## config.mk

```make
export PLATFORM = sky130hd
export DESIGN_NAME = vga_rect_plotter
export DESIGN_NICKNAME = d
export VERILOG_FILES = /design/src/rtl/vga_pkg.sv /design/src/rtl/vga_raster_counter.sv /design/src/rtl/vga_rect_plotter.sv
export SDC_FILE = /design/constraint.sdc
export NUM_CORES = 1
export LEC_CHECK = 0
export BUFFER_PORTS_ARGS = -buffer_cell sky130_fd_sc_hd__clkbuf_2
export CORE_UTILIZATION = 43
export DETAILED_ROUTE_END_ITERATION = 10
export RECOVER_POWER = 25
export SETUP_SLACK_MARGIN = 0.15
export SLEW_MARGIN = 20
export SYNTH_ARGS = -nofsm -noshare
export SYNTH_HDL_FRONTEND = slang
export SYNTH_HIERARCHICAL = 1
export SYNTH_SLANG_ARGS = --single-unit
```

## constraint.sdc

```tcl
create_clock -name clock -period 8.77 [get_ports clock]
set_input_delay 1.754 -clock clock [delete_from_list [all_inputs] [get_ports clock]]
set_output_delay 1.754 -clock clock [all_outputs]
set_load 0.05 [all_outputs]
```

## src/rtl/vga_pkg.sv

```systemverilog
// Shared constants for the VGA plot-port blocks: screen geometry, field widths,
// the 3-bit RGB palette and the rectangle plotter's FSM encoding.
package vga_pkg;

   localparam int SCREEN_W = 160;
   localparam int SCREEN_H = 120;
   localparam int X_W      = 8;
   localparam int Y_W      = 7;
   localparam int COLOUR_W = 3;

   localparam logic [COLOUR_W-1:0] BLACK   = 3'b000;
   localparam logic [COLOUR_W-1:0] BLUE    = 3'b001;
   localparam logic [COLOUR_W-1:0] GREEN   = 3'b010;
   localparam logic [COLOUR_W-1:0] CYAN    = 3'b011;
   localparam logic [COLOUR_W-1:0] RED     = 3'b100;
   localparam logic [COLOUR_W-1:0] MAGENTA = 3'b101;
   localparam logic [COLOUR_W-1:0] YELLOW  = 3'b110;
   localparam logic [COLOUR_W-1:0] WHITE   = 3'b111;

   // Plotter FSM encoding; also visible on the top's dbg_state output.
   localparam logic [1:0] ST_IDLE = 2'd0;
   localparam logic [1:0] ST_DRAW = 2'd1;
   localparam logic [1:0] ST_FIN  = 2'd2;

endpackage

```

## src/rtl/vga_raster_counter.sv

```systemverilog
// Loadable row-major raster counter. On load it latches the start corner and the
// (non-zero) extent; each step advances one pixel, wrapping the column back to the
// start column and moving down a row. last flags the final pixel of the area.
module vga_raster_counter
   import vga_pkg::*;
(
   input  logic           clock,
   input  logic           reset,
   input  logic           load,
   input  logic           step,
   input  logic [X_W-1:0] x_start,
   input  logic [Y_W-1:0] y_start,
   input  logic [X_W-1:0] x_extent,
   input  logic [Y_W-1:0] y_extent,
   output logic [X_W-1:0] x,
   output logic [Y_W-1:0] y,
   output logic           last
);

   logic [X_W-1:0] x_base;
   logic [X_W-1:0] col;
   logic [Y_W-1:0] row;
   logic [X_W-1:0] col_last;
   logic [Y_W-1:0] row_last;

   // Position and offset counters; x/y hold their value whenever not stepping.
   always_ff @(posedge clock) begin
      if (reset) begin
         x        <= '0;
         y        <= '0;
         x_base   <= '0;
         col      <= '0;
         row      <= '0;
         col_last <= '0;
         row_last <= '0;
      end else if (load) begin
         x        <= x_start;
         y        <= y_start;
         x_base   <= x_start;
         col      <= '0;
         row      <= '0;
         col_last <= x_extent - X_W'(1);
         row_last <= y_extent - Y_W'(1);
      end else if (step) begin
         if (col == col_last) begin
            col <= '0;
            x   <= x_base;
            row <= row + Y_W'(1);
            y   <= y + Y_W'(1);
         end else begin
            col <= col + X_W'(1);
            x   <= x + X_W'(1);
         end
      end
   end

   assign last = (col == col_last) && (row == row_last);

endmodule

```

## src/rtl/vga_rect_plotter.sv

```systemverilog
// Rectangle-fill pixel streamer for the VGA adapter plot port.
// Handshake: a request transfers on a rising edge where req_valid and req_ready are
// both high; req_ready is high only while IDLE, and the request fields are latched
// on that edge only. After acceptance the block streams one pixel per clock (plot
// high, no gaps, no backpressure) and then pulses done for one cycle.
module vga_rect_plotter
   import vga_pkg::*;
(
   input  logic                clock,
   input  logic                reset,
   input  logic                req_valid,
   output logic                req_ready,
   input  logic [X_W-1:0]      req_x0,
   input  logic [Y_W-1:0]      req_y0,
   input  logic [X_W-1:0]      req_w,
   input  logic [Y_W-1:0]      req_h,
   input  logic [COLOUR_W-1:0] req_colour,
   output logic [X_W-1:0]      x,
   output logic [Y_W-1:0]      y,
   output logic [COLOUR_W-1:0] colour,
   output logic                plot,
   output logic                done,
   output logic [1:0]          dbg_state
);

   localparam logic [X_W:0] SW_EXT = (X_W+1)'(SCREEN_W);
   localparam logic [Y_W:0] SH_EXT = (Y_W+1)'(SCREEN_H);

   logic [1:0]   state;
   logic [X_W:0] x_room;
   logic [Y_W:0] y_room;
   logic [X_W:0] ew;
   logic [Y_W:0] eh;
   logic         area_nz;
   logic         accept;
   logic         last;

   // Clip the incoming request to the screen one bit wider than the fields, so
   // an off-screen origin or oversize extent can never wrap.
   always_comb begin
      x_room  = SW_EXT - {1'b0, req_x0};
      y_room  = SH_EXT - {1'b0, req_y0};
      ew      = '0;
      eh      = '0;
      if ({1'b0, req_x0} < SW_EXT)
         ew = ({1'b0, req_w} < x_room) ? {1'b0, req_w} : x_room;
      if ({1'b0, req_y0} < SH_EXT)
         eh = ({1'b0, req_h} < y_room) ? {1'b0, req_h} : y_room;
      area_nz = (ew != '0) && (eh != '0);
   end

   assign accept    = req_valid && req_ready;
   assign dbg_state = state;

   // Clipped extents never exceed the screen, so the top bit of ew/eh is zero.
   vga_raster_counter u_raster (
      .clock    (clock),
      .reset    (reset),
      .load     (accept && area_nz),
      .step     ((state == ST_DRAW) && !last),
      .x_start  (req_x0),
      .y_start  (req_y0),
      .x_extent (ew[X_W-1:0]),
      .y_extent (eh[Y_W-1:0]),
      .x        (x),
      .y        (y),
      .last     (last)
   );

   // Control FSM and registered handshake/strobe outputs.
   always_ff @(posedge clock) begin
      if (reset) begin
         state     <= ST_IDLE;
         req_ready <= 1'b1;
         plot      <= 1'b0;
         done      <= 1'b0;
         colour    <= '0;
      end else begin
         case (state)
            ST_IDLE: begin
               done <= 1'b0;
               if (accept) begin
                  req_ready <= 1'b0;
                  if (area_nz) begin
                     state  <= ST_DRAW;
                     plot   <= 1'b1;
                     colour <= req_colour;
                  end else begin
                     state <= ST_FIN;
                     done  <= 1'b1;
                  end
               end
            end
            ST_DRAW: begin
               if (last) begin
                  state <= ST_FIN;
                  plot  <= 1'b0;
                  done  <= 1'b1;
               end
            end
            ST_FIN: begin
               state     <= ST_IDLE;
               done      <= 1'b0;
               req_ready <= 1'b1;
            end
            default: begin
               state     <= ST_IDLE;
               plot      <= 1'b0;
               done      <= 1'b0;
               req_ready <= 1'b1;
            end
         endcase
      end
   end

endmodule
```

=== Yosys cells after proc, flatten, opt, wreduce, memory -nomap -nowiden ===
Index checks and enable logic that the tools add are counted.

* Bits of input ports: 36
* Output and inout port bits: 23
* Word-level logic and storage cells: 76
* Register bits after elaboration: 61

* Bitwise operators: 2
* Reduce and logical (&&, ||, !) cells: 18
* Equality and inequality tests: 7
* Add/subtract/negate cells: 8
* Order comparisons: 4
* Muxes and demuxes: 25

{| class="wikitable"
|+ Operators by type and width
! operator !! number
|-
| two-way mux 8 bit || 6
|-
| two-way mux 7 bit || 3
|-
| two-way mux 9 bit || 2
|-
| adder 8 x 1 -> 8 bit (second input constant) || 2
|-
| adder 7 x 1 -> 7 bit (second input constant) || 2
|-
| < comparator 8 x 9 -> 1 bit || 1
|-
| nonzero test 9 bit || 1
|-
| subtractor 8 x 8 -> 9 bit (first input constant) || 1
|-
| equality test 8 bit || 1
|-
| < comparator 7 x 8 -> 1 bit || 1
|-
| < comparator 8 bit (second input constant) || 1
|-
| AND reduction 2 bit || 4
|-
| nonzero test 8 bit || 1
|-
| subtractor 7 x 7 -> 8 bit (first input constant) || 1
|-
| subtractor 8 x 1 -> 8 bit (second input constant) || 1
|-
| equality test 7 bit || 1
|-
| < comparator 7 bit (second input constant) || 1
|-
| two-way mux 1 bit || 7
|-
| subtractor 7 x 1 -> 7 bit (second input constant) || 1
|-
| two-way mux 2 bit || 3
|-
| inequality test 2 bit (second input constant) || 3
|-
| logical AND 1 bit || 5
|-
| case mux 1 bit (2 select lines) || 2
|-
| case mux 2 bit (2 select lines) || 1
|-
| other kinds (10) || 12
|}

=== Depth between registers and ports, before layout ===
Gate-level depths: netlist (run 1).

* Depth after elaboration: 9
* Depth in mapped cells: 19
* Gate-level depth less buffers: 18

=== Modules after synthesis ===
Netlist (run 1), hierarchy kept.

{| class="wikitable"
|+ By module, submodules not included
! module !! seq. area each (um^2) !! area an instance (um^2) !! times used !! cells an instance
|-
| vga_raster_counter || 1061.0 || 2770.2 || 1 || 307
|-
| vga_rect_plotter || 160.2 || 1448.9 || 1 || 190
|}

=== Worst setup path before layout (run 1) ===
No wires, ideal clock.

* Kind: input -> register
* Start: input port req_x0[3]
* End: register u_raster.x_base[0]
* Library setup time: 0.128 ns
* Setup slack: 2.947 ns
* Cell stages on the path: 16
* Data arrival time: 5.696 ns
* Required time: 8.642 ns
* Buffers on the path: 2
* Cells stage by stage: or4_4 -> or2_1 -> a21oi_1 -> xnor2_1 -> ha_1 -> and3_1 -> a221o_1 -> a41oi_1 -> nand3b_2 -> o21ai_1 -> a2111oi_2 -> and3_1 -> clkbuf_1 -> clkbuf_1 -> mux2i_1 -> nor2_1

* Word-level cells in the longest chain between the ends: 7
* Elaborated cells between the ends (all ways): 8
* Classes of those cells: 1 x add/sub; 2 x order compare; 2 x mux; 3 x reduce/logical

{| class="wikitable"
|+ Ends and longest elaborated chain
! item !! RTL line !! source
|-
| start, declared || vga_rect_plotter.sv:13 || <nowiki>input logic [X_W-1:0] req_x0,</nowiki>
|-
| subtractor 8 x 8 -> 9 bit || vga_rect_plotter.sv:41 || <nowiki>x_room = SW_EXT - {1'b0, req_x0};</nowiki>
|-
| < comparator 8 x 9 -> 1 bit || vga_rect_plotter.sv:46 || <nowiki>ew = ({1'b0, req_w} < x_room) ? {1'b0, req_w} : x_room;</nowiki>
|-
| two-way mux 9 bit || vga_rect_plotter.sv:46 ||
|-
| two-way mux 9 bit (*) || vga_rect_plotter.sv:45 || <nowiki>if ({1'b0, req_x0} < SW_EXT)</nowiki>
|-
| nonzero test 9 bit (*) || vga_rect_plotter.sv:49 || <nowiki>area_nz = (ew != '0) && (eh != '0);</nowiki>
|-
| logical AND 1 bit (*) || vga_rect_plotter.sv:49 ||
|-
| logical AND 1 bit (*) || vga_rect_plotter.sv:59 || <nowiki>.load (accept && area_nz),</nowiki>
|-
| end signal, assigned || vga_raster_counter.sv:39 || <nowiki>x_base <= x_start;</nowiki>
|-
| end, declared || vga_raster_counter.sv:20 || <nowiki>logic [X_W-1:0] x_base;</nowiki>
|}

Mark *: on every way between the ends. The rest lies on a longest branch, timed or not.
A chain may end at the register's enable or synchronous reset.

=== Final worst setup path (run 1) ===
* Start: input port req_x0[3]
* End: register u_raster.row[2]

* Word-level cells in the longest chain between the ends: 8
* Elaborated cells between the ends (all ways): 9
* Classes of those cells: 1 x add/sub; 2 x order compare; 2 x mux; 4 x reduce/logical

{| class="wikitable"
|+ Ends and longest elaborated chain
! item !! RTL line !! source
|-
| subtractor 8 x 8 -> 9 bit || vga_rect_plotter.sv:41 ||
|-
| < comparator 8 x 9 -> 1 bit || vga_rect_plotter.sv:46 ||
|-
| two-way mux 9 bit || vga_rect_plotter.sv:46 ||
|-
| two-way mux 9 bit (*) || vga_rect_plotter.sv:45 ||
|-
| nonzero test 9 bit (*) || vga_rect_plotter.sv:49 ||
|-
| logical AND 1 bit (*) || vga_rect_plotter.sv:49 ||
|-
| logical AND 1 bit (*) || vga_rect_plotter.sv:59 ||
|-
| OR reduction 2 bit (no source line) (*) || -- ||
|-
| end signal, assigned || vga_raster_counter.sv:48 || <nowiki>row <= row + Y_W'(1);</nowiki>
|-
| end, declared || vga_raster_counter.sv:22 || <nowiki>logic [Y_W-1:0] row;</nowiki>
|}

Marked as above.

==> key figures, run 1 <==
Run status
  – Outcome: finished with violations
  – Failing checks: max-capacitance violations, max-slew violations

STA
  – Post-route setup TNS: 0 ns
  – Final setup violation count: 0
  – Worst slew margin: -0.455
  – Final Skew: 0.0143 ns
  – Final hold viol count: 0
  – Slew Limit Fails: 49
  – Fmax: 157 MHz
  – Worst slew pin tran: 2.18 ns
  – RSZ-0062 raised after global routing: no
  – Hold slack: 0.476 ns
  – Tcrit/Tclk final: 0.725
  – Minimum clock period: 6.36 ns

Final layout
  – Layout cells sized above 1: 0.152
  – Layout Nets: 603
  – Area delta synth->final: 13.2%
  – Final Cell Area: 4770 µm²
  – Fin util: 0.509
  – ANT cells: 0
  – Fin cells: 680

Route
  – Pre-antenna DRT Iters: 5
  – Initial DRC Count: 215
  – DR WL/cell: 15.3 µm
  – DR vias/cell: 5.56
  – Total length of routed wires: 10400 µm
  – Via count: 3781
  – # DRC: 0
  – Detail Route Antenna Nets: 0

Synthesis
  – Mapped cell area: 4220 µm²
  – Top-count cell post-synth: dfxtp_1
  – Post-synthesis register bit count: 61
  – Leading area contributor after synthesis: dfxtp_1
  – Yosys cell types: 73
  – Syn Area/Cell: 8.49 µm²
  – Sequential fraction of the synthesis area: 0.289
  – EDFF count, synth: 0
  – Syn nets: 554
  – Top post-synthesis cells by count: dfxtp_1, nor2_1, xnor2_1
  – Main area contributors after synthesis: dfxtp_1, xnor2_1, ha_1
  – Warnings from Yosys: 6
  – Share of the synthesized area in the top cell type: 0.289
  – Syn Inst Count: 497
  – Async S/R FF share, synth: 0
  – Main flop type after synthesis: dfxtp_1

Critical path
  – R2R depth: 10
  – Cell Chain, Critical Path: clkbuf_2 > or4_4 > or2_1 > a21oi_1 > xnor2_1 > ha_1 > and3_1 > a221o_1 > a41oi_1 > nand3b_2 > o21ai_1 > a2111oi_2 > and3_2 > clkinv_1 > nand2_1 > nor2_1 > a31o_2
  – CP arrival: 6.60 ns
  – Worst path required time: 9.02 ns
  – Reg-to-reg endpoint: u_raster/y[2]
  – RR Startpoint: u_raster/col[0]
  – Setup crit end: u_raster/row[2]
  – R2R Setup Slk: 5.35 ns
  – CP Capture Type: flip-flop
  – Crit path largest cell delay: 0.62 ns
  – Crit-path slowest cell: nand2_1
  – Crit path from: req_x0[3]
  – CP startpoint kind: input pin
  – CP Max Fanout: 18
  – Critical path type: input pin to flip-flop

Placed design
  – Routability cong.: 0.946
  – Placed Area: 4560 µm²
  – DP Cell Count: 664
  – DP HPWL: 7650 µm
  – I/O Buffers: 58

Global route
  – Number of global-route vias before repair: 3574
  – Initial antenna violation count: 0
  – Total GRT Usage: 0.216
  – Grt total ovfl: 0
  – Pin count of the biggest net entering global routing: 50
  – First-pass GRT wire length: 17500 µm

Power
  – Pleak: 1.77 nW
  – Sw Pwr: 0.000306 W
  – Peak supply drop: 0.106 mV
  – Switching part of the total: 0.346
  – Flop pwr share: 0.357
  – Clk network pwr share: 0.347
  – Power per cell area: 185 nW/µm²
  – Internal Power: 0.000579 W
  – Comb power frac: 0.296

Clock tree
  – Max clock buf depth: 2
  – CTS H-tree depth: 3
  – CTS hold repair buffers: 0
  – Total CTS buffers: 9
  – Total clock sinks: 61
  – Clk root buf: clkbuf_8
  – Worst-Skew Late Latency: 0.35 ns
  – CTS tree: done
  – Resize count post-CTS: 0
  – Post-CTS Repair Setup Buffers: 0
  – Worst-path clk slew: 0.08 ns

Floorplanning
  – Top-Level Pins: 59
  – Effective utilization at floorplan: 0.450
  – Die area: 10200 µm²
  – FP Rows: 35
  – Die width: 101 µm
  – Core area: 9370 µm²
  – Die Ht: 101 µm

Worst hold path
  – Hold Crit Class: flip-flop to flip-flop

Job
  – Max Cap Violations: 1
[per-stage QoR]
step / total power [W] / setup WS (ns)
2_1_floorplan: 0.000526 / 2.95
3_3_place_gp: 0.000583 / 2.25
3_5_place_dp: 0.000585 / 2.08
4_1_cts: 0.000893 / 2.45
5_1_grt: 0.000937 / 2.10
6_report: 0.000886 / 2.41
[area by class of cell]
class                   instances  area, µm²
clock inverters                 6        111
flip-flops and latches         61       1220
inverters                      21       78.8
well taps                     129        161
multi-input cells             392       2790
repair buffers                 61        284
fillers                       963       4600
clock buffers                  10        128
[state kept, by name, indices dropped and copies added, names as in the netlist, 2 cells and up]
register           flops
u_raster/col           8
u_raster/y             7
u_raster/x_base        8
colour                 3
u_raster/x             8
dbg_state              2
u_raster/row_last      7
u_raster/row           7
u_raster/col_last      8
[power groups by stage]
stage	Clock [W]	Sequential (W)	Combinational (W)
after floorplan	0	0.000351	0.000175
after global placement	0	0.000322	0.000261
after detailed placement	0	0.000323	0.000263
after CTS	0.000313	0.000316	0.000264
after global routing	0.000328	0.000320	0.000289
final	0.000307	0.000317	0.000262
[per-layer routing]
metal,vias to the layer above,global-route usage,wire length (µm)
met4,0,0.0602,115
met3,10,0.0416,387
met2,85,0.328,4530
met5,-,0,0
met1,1779,0.310,5340
li1,1907,-,-
[layout by cell type, fill, tap and decap left out, types with 20 or more instances in the layout]
cell	instances
o21ai_0	20
clkbuf_1	22
nor2_1	55
dfxtp_1	61
ha_1	21
xnor2_1	47
a211oi_1	21
mux2i_1	22
inv_1	20
clkbuf_2	38
nand2_1	30
[cell families after synthesis]
family | count (synthesis) | synth area share
muxes | 24 | 0.0575
DFF | 61 | 0.289
buffers and inverters | 44 | 0.0507
adders and majority gates | 21 | 0.0623
and+or+nand+nor | 179 | 0.227
xor gates and xnor gates | 56 | 0.120
AOI/OAI and AO/OA | 112 | 0.193
[critical path, delay by kind of cell]
family	cells	cell delay, ns
xor gates and xnor gates	1	0.17
AOI/OAI and AO/OA	6	1.60
adders and majority gates	1	0.27
and+or+nand+nor	7	2.20
buffers and inverters	2	0.60
[how the worst min path moves through the flow]
stage,from,endpoint,slack [ns],cells after the start
after floorplan,u_raster/x_base[2],u_raster/x_base[2],0.45,2
after detailed placement,colour[0],colour[0],0.46,2
after global routing,u_raster/row_last[2],u_raster/row_last[2],0.51,2
final,colour[0],colour[0],0.48,2
after global placement,colour[2],colour[2],0.46,2
after CTS,colour[0],colour[0],0.48,2
(Power assumes the default switching activity.)
==> run 2, diff against run 1 <==
PLACE_DENSITY = 0.65   (was unset)
clock period = 5.49 ns   (was 8.77 ns; I/O delays follow)
==> run 2 against run 1 <==
Effect of this change:
- the run still ends with max-capacitance violations, max-slew violations left
- clock power up 14%
- sequential cell count unchanged
- non-clock buffer count up 9
- cell count increased by 1.3%
- sequential power grew 60%
- first-iteration DRC count unchanged
- die area is the same
- clock skew shrank 0.0029 ns
- utilization increased by 0.28 points
- design area grew 0.55%
==> key figures, run 2 (synthesis results as in run 1) <==
STA
  – Setup ws final: 0.456 ns (was 2.41 ns)
  – Tcrit/Tclk final: 0.917
  – Final setup violation count: 0 (unchanged)
  – Worst slew pin tran: 2.06 ns (was 2.18 ns)
  – Minimum clock period: 5.03 ns
  – Final Skew: 0.0114 ns (was 0.0143 ns)
  – Post-route setup TNS: 0 ns (unchanged)
  – Worst slew margin: -0.372 (was -0.455)
  – RSZ-0062 raised after global routing: no (unchanged)
  – Final hold viol count: 0 (unchanged)
  – Fmax: 199 MHz
  – Slew Limit Fails: 49 (unchanged)

Placed design
  – Routability cong.: 0.924 (was 0.946)
  – DP Cell Count: 673 (was 664)
  – DP HPWL: 7650 µm (about the same)
  – Worst slack at placement: 0.133 ns (was 2.08 ns)
  – I/O Buffers: 58 (unchanged)

Global route
  – Pin count of the biggest net entering global routing: 50 (unchanged)
  – Number of global-route vias before repair: 3566 (was 3574)
  – First-pass GRT wire length: 17000 µm (was 17500 µm)
  – Grt total ovfl: 0 (unchanged)
  – Total GRT Usage: 0.209 (was 0.216)
  – Initial antenna violation count: 0 (unchanged)

Clock tree
  – Worst-Skew Late Latency: 0.34 ns (was 0.35 ns)
  – Clk root buf: clkbuf_8 (unchanged)
  – CTS tree: done (unchanged)
  – CTS hold repair buffers: 0 (unchanged)
  – Total clock sinks: 61 (unchanged)
  – CTS H-tree depth: 3 (unchanged)
  – Total CTS buffers: 9 (unchanged)
  – Post-CTS Repair Setup Buffers: 0 (unchanged)
  – Worst-path clk slew: 0.07 ns (was 0.08 ns)
  – Resize count post-CTS: 0 (unchanged)
  – Max clock buf depth: 2 (unchanged)

Route
  – Pre-antenna DRT Iters: 5 (unchanged)
  – Via count: 3759 (was 3781)
  – Initial DRC Count: 215 (unchanged)
  – Detail Route Antenna Nets: 0 (unchanged)
  – DR WL/cell: 14.8 µm (was 15.3 µm)
  – DR vias/cell: 5.46 (was 5.56)
  – Total length of routed wires: 10200 µm (was 10400 µm)
  – # DRC: 0 (unchanged)

Critical path
  – CP Max Fanout: 49 (was 18)
  – Reg-to-reg endpoint: u_raster/y[2] (unchanged)
  – CP startpoint kind: input pin (unchanged)
  – Worst path required time: 5.62 ns (was 9.02 ns)
  – RR Startpoint: u_raster/col[2] (was u_raster/col[0])
  – R2R Setup Slk: 2.15 ns (was 5.35 ns)
  – CP Capture Type: flip-flop (unchanged)
  – R2R depth: 10 (unchanged)
  – CP arrival: 5.16 ns (was 6.60 ns)
  – Critical path type: input pin to flip-flop (unchanged)

Final layout
  – Most frequent cells in the layout: dfxtp_1, nor2_1, xnor2_1 (unchanged)
  – Layout Nets: 612 (was 603)
  – Area delta synth->final: 13.8% (was 13.2%)
  – Fillers: 975 (was 963)
  – Most common cell after layout, fill and taps aside: dfxtp_1 (unchanged)
  – ANT cells: 0 (unchanged)
  – Fin cells: 689 (was 680)
  – Layout cells sized above 1: 0.168 (was 0.152)

Power
  – Peak supply drop: 0.142 mV (was 0.106 mV)
  – Power per cell area: 268 nW/µm² (was 185 nW/µm²)
  – Pleak: 1.79 nW (was 1.77 nW)

Floorplanning
  – Die width: 101 µm (unchanged)
  – FP Rows: 35 (unchanged)
  – Top-Level Pins: 59 (unchanged)
  – Effective utilization at floorplan: 0.450 (unchanged)
  – Core area: 9370 µm² (unchanged)
  – Die Ht: 101 µm (unchanged)
  – Die area: 10200 µm² (unchanged)

Worst hold path
  – Hold Crit Class: flip-flop to flip-flop (unchanged)
  – WHS Endpoint: colour[0] (unchanged)
  – Hold Crit Depth: 2 (unchanged)
  – Hold_sp: colour[0] (unchanged)

Run status
  – Failing checks: max-capacitance violations, max-slew violations (unchanged)
  – Outcome: finished with violations (unchanged)

Job
  – Max Cap Violations: 1 (unchanged)
-- run 2: worst max-delay path by stage --
stage	slack, ns	to	startpoint
after floorplan	0.32	u_raster/x_base[0]	req_x0[3]
after global placement	0.34	u_raster/y[3]	req_y0[1]
after detailed placement	0.13	u_raster/y[2]	req_x0[1]
after CTS	0.50	u_raster/y[3]	req_x0[1]
after global routing	0.19	u_raster/x[6]	req_x0[0]
final	0.46	u_raster/x[4]	req_x0[1]
-- run 2: routing by layer --
| layer | part of all wire | wire [µm] | track usage | vias to the layer above |
|---|---|---|---|---|
| li1 | - | - | - | 1920 |
| met1 | 0.49 | 5030 | 0.290 | 1759 |
| met3 | 0.035 | 361 | 0.0354 | 10 |
| met2 | 0.46 | 4700 | 0.330 | 70 |
| met4 | 0.010 | 105 | 0.0669 | 0 |
| met5 | 0 | 0 | 0 | - |
-- run 2: report_power, final --
| group | switching (W) | internal, W |
|---|---|---|
| clock network | 0.000185 | 0.000165 |
| registers | 0.0000319 | 0.000474 |
| logic | 0.000270 | 0.000160 |
-- run 2: through the flow --
stage | cell area, µm² | total power, W | hold slack (ns) | util
2_1_floorplan | 4220 | 0.000840 | 0.455 | -
3_3_place_gp | 4640 | 0.000937 | 0.463 | 0.496
3_5_place_dp | 4640 | 0.000945 | 0.472 | 0.496
4_1_cts | 4820 | 0.00130 | 0.483 | 0.514
5_1_grt | 4800 | 0.00136 | 0.502 | 0.512
6_report | 4800 | 0.00129 | 0.477 | 0.512
-- run 2: worst max-delay path: stages --
cell       delay, ns
clkbuf_2        0.12
or4_4           0.56
or2_1           0.24
a21oi_1         0.25
xnor2_1         0.16
ha_1            0.26
and3_1          0.20
a221o_1         0.30
a41oi_1         0.20
nand3b_2        0.17
o21ai_1         0.11
a2111oi_4       0.38
and3_2          0.28
buf_12          0.24
nor2_1          0.10
nand2_1         0.33
o22ai_1         0.14
-- run 2: area by class of cell --
class                   count  area, µm²  share of cell area
clock buffers               9        124              0.0258
well taps                 129        161              0.0336
flip-flops and latches     61       1220               0.254
inverters                  21       78.8              0.0164
repair buffers             70        364              0.0758
multi-input cells         392       2800               0.584
clock inverters             7       48.8              0.0102
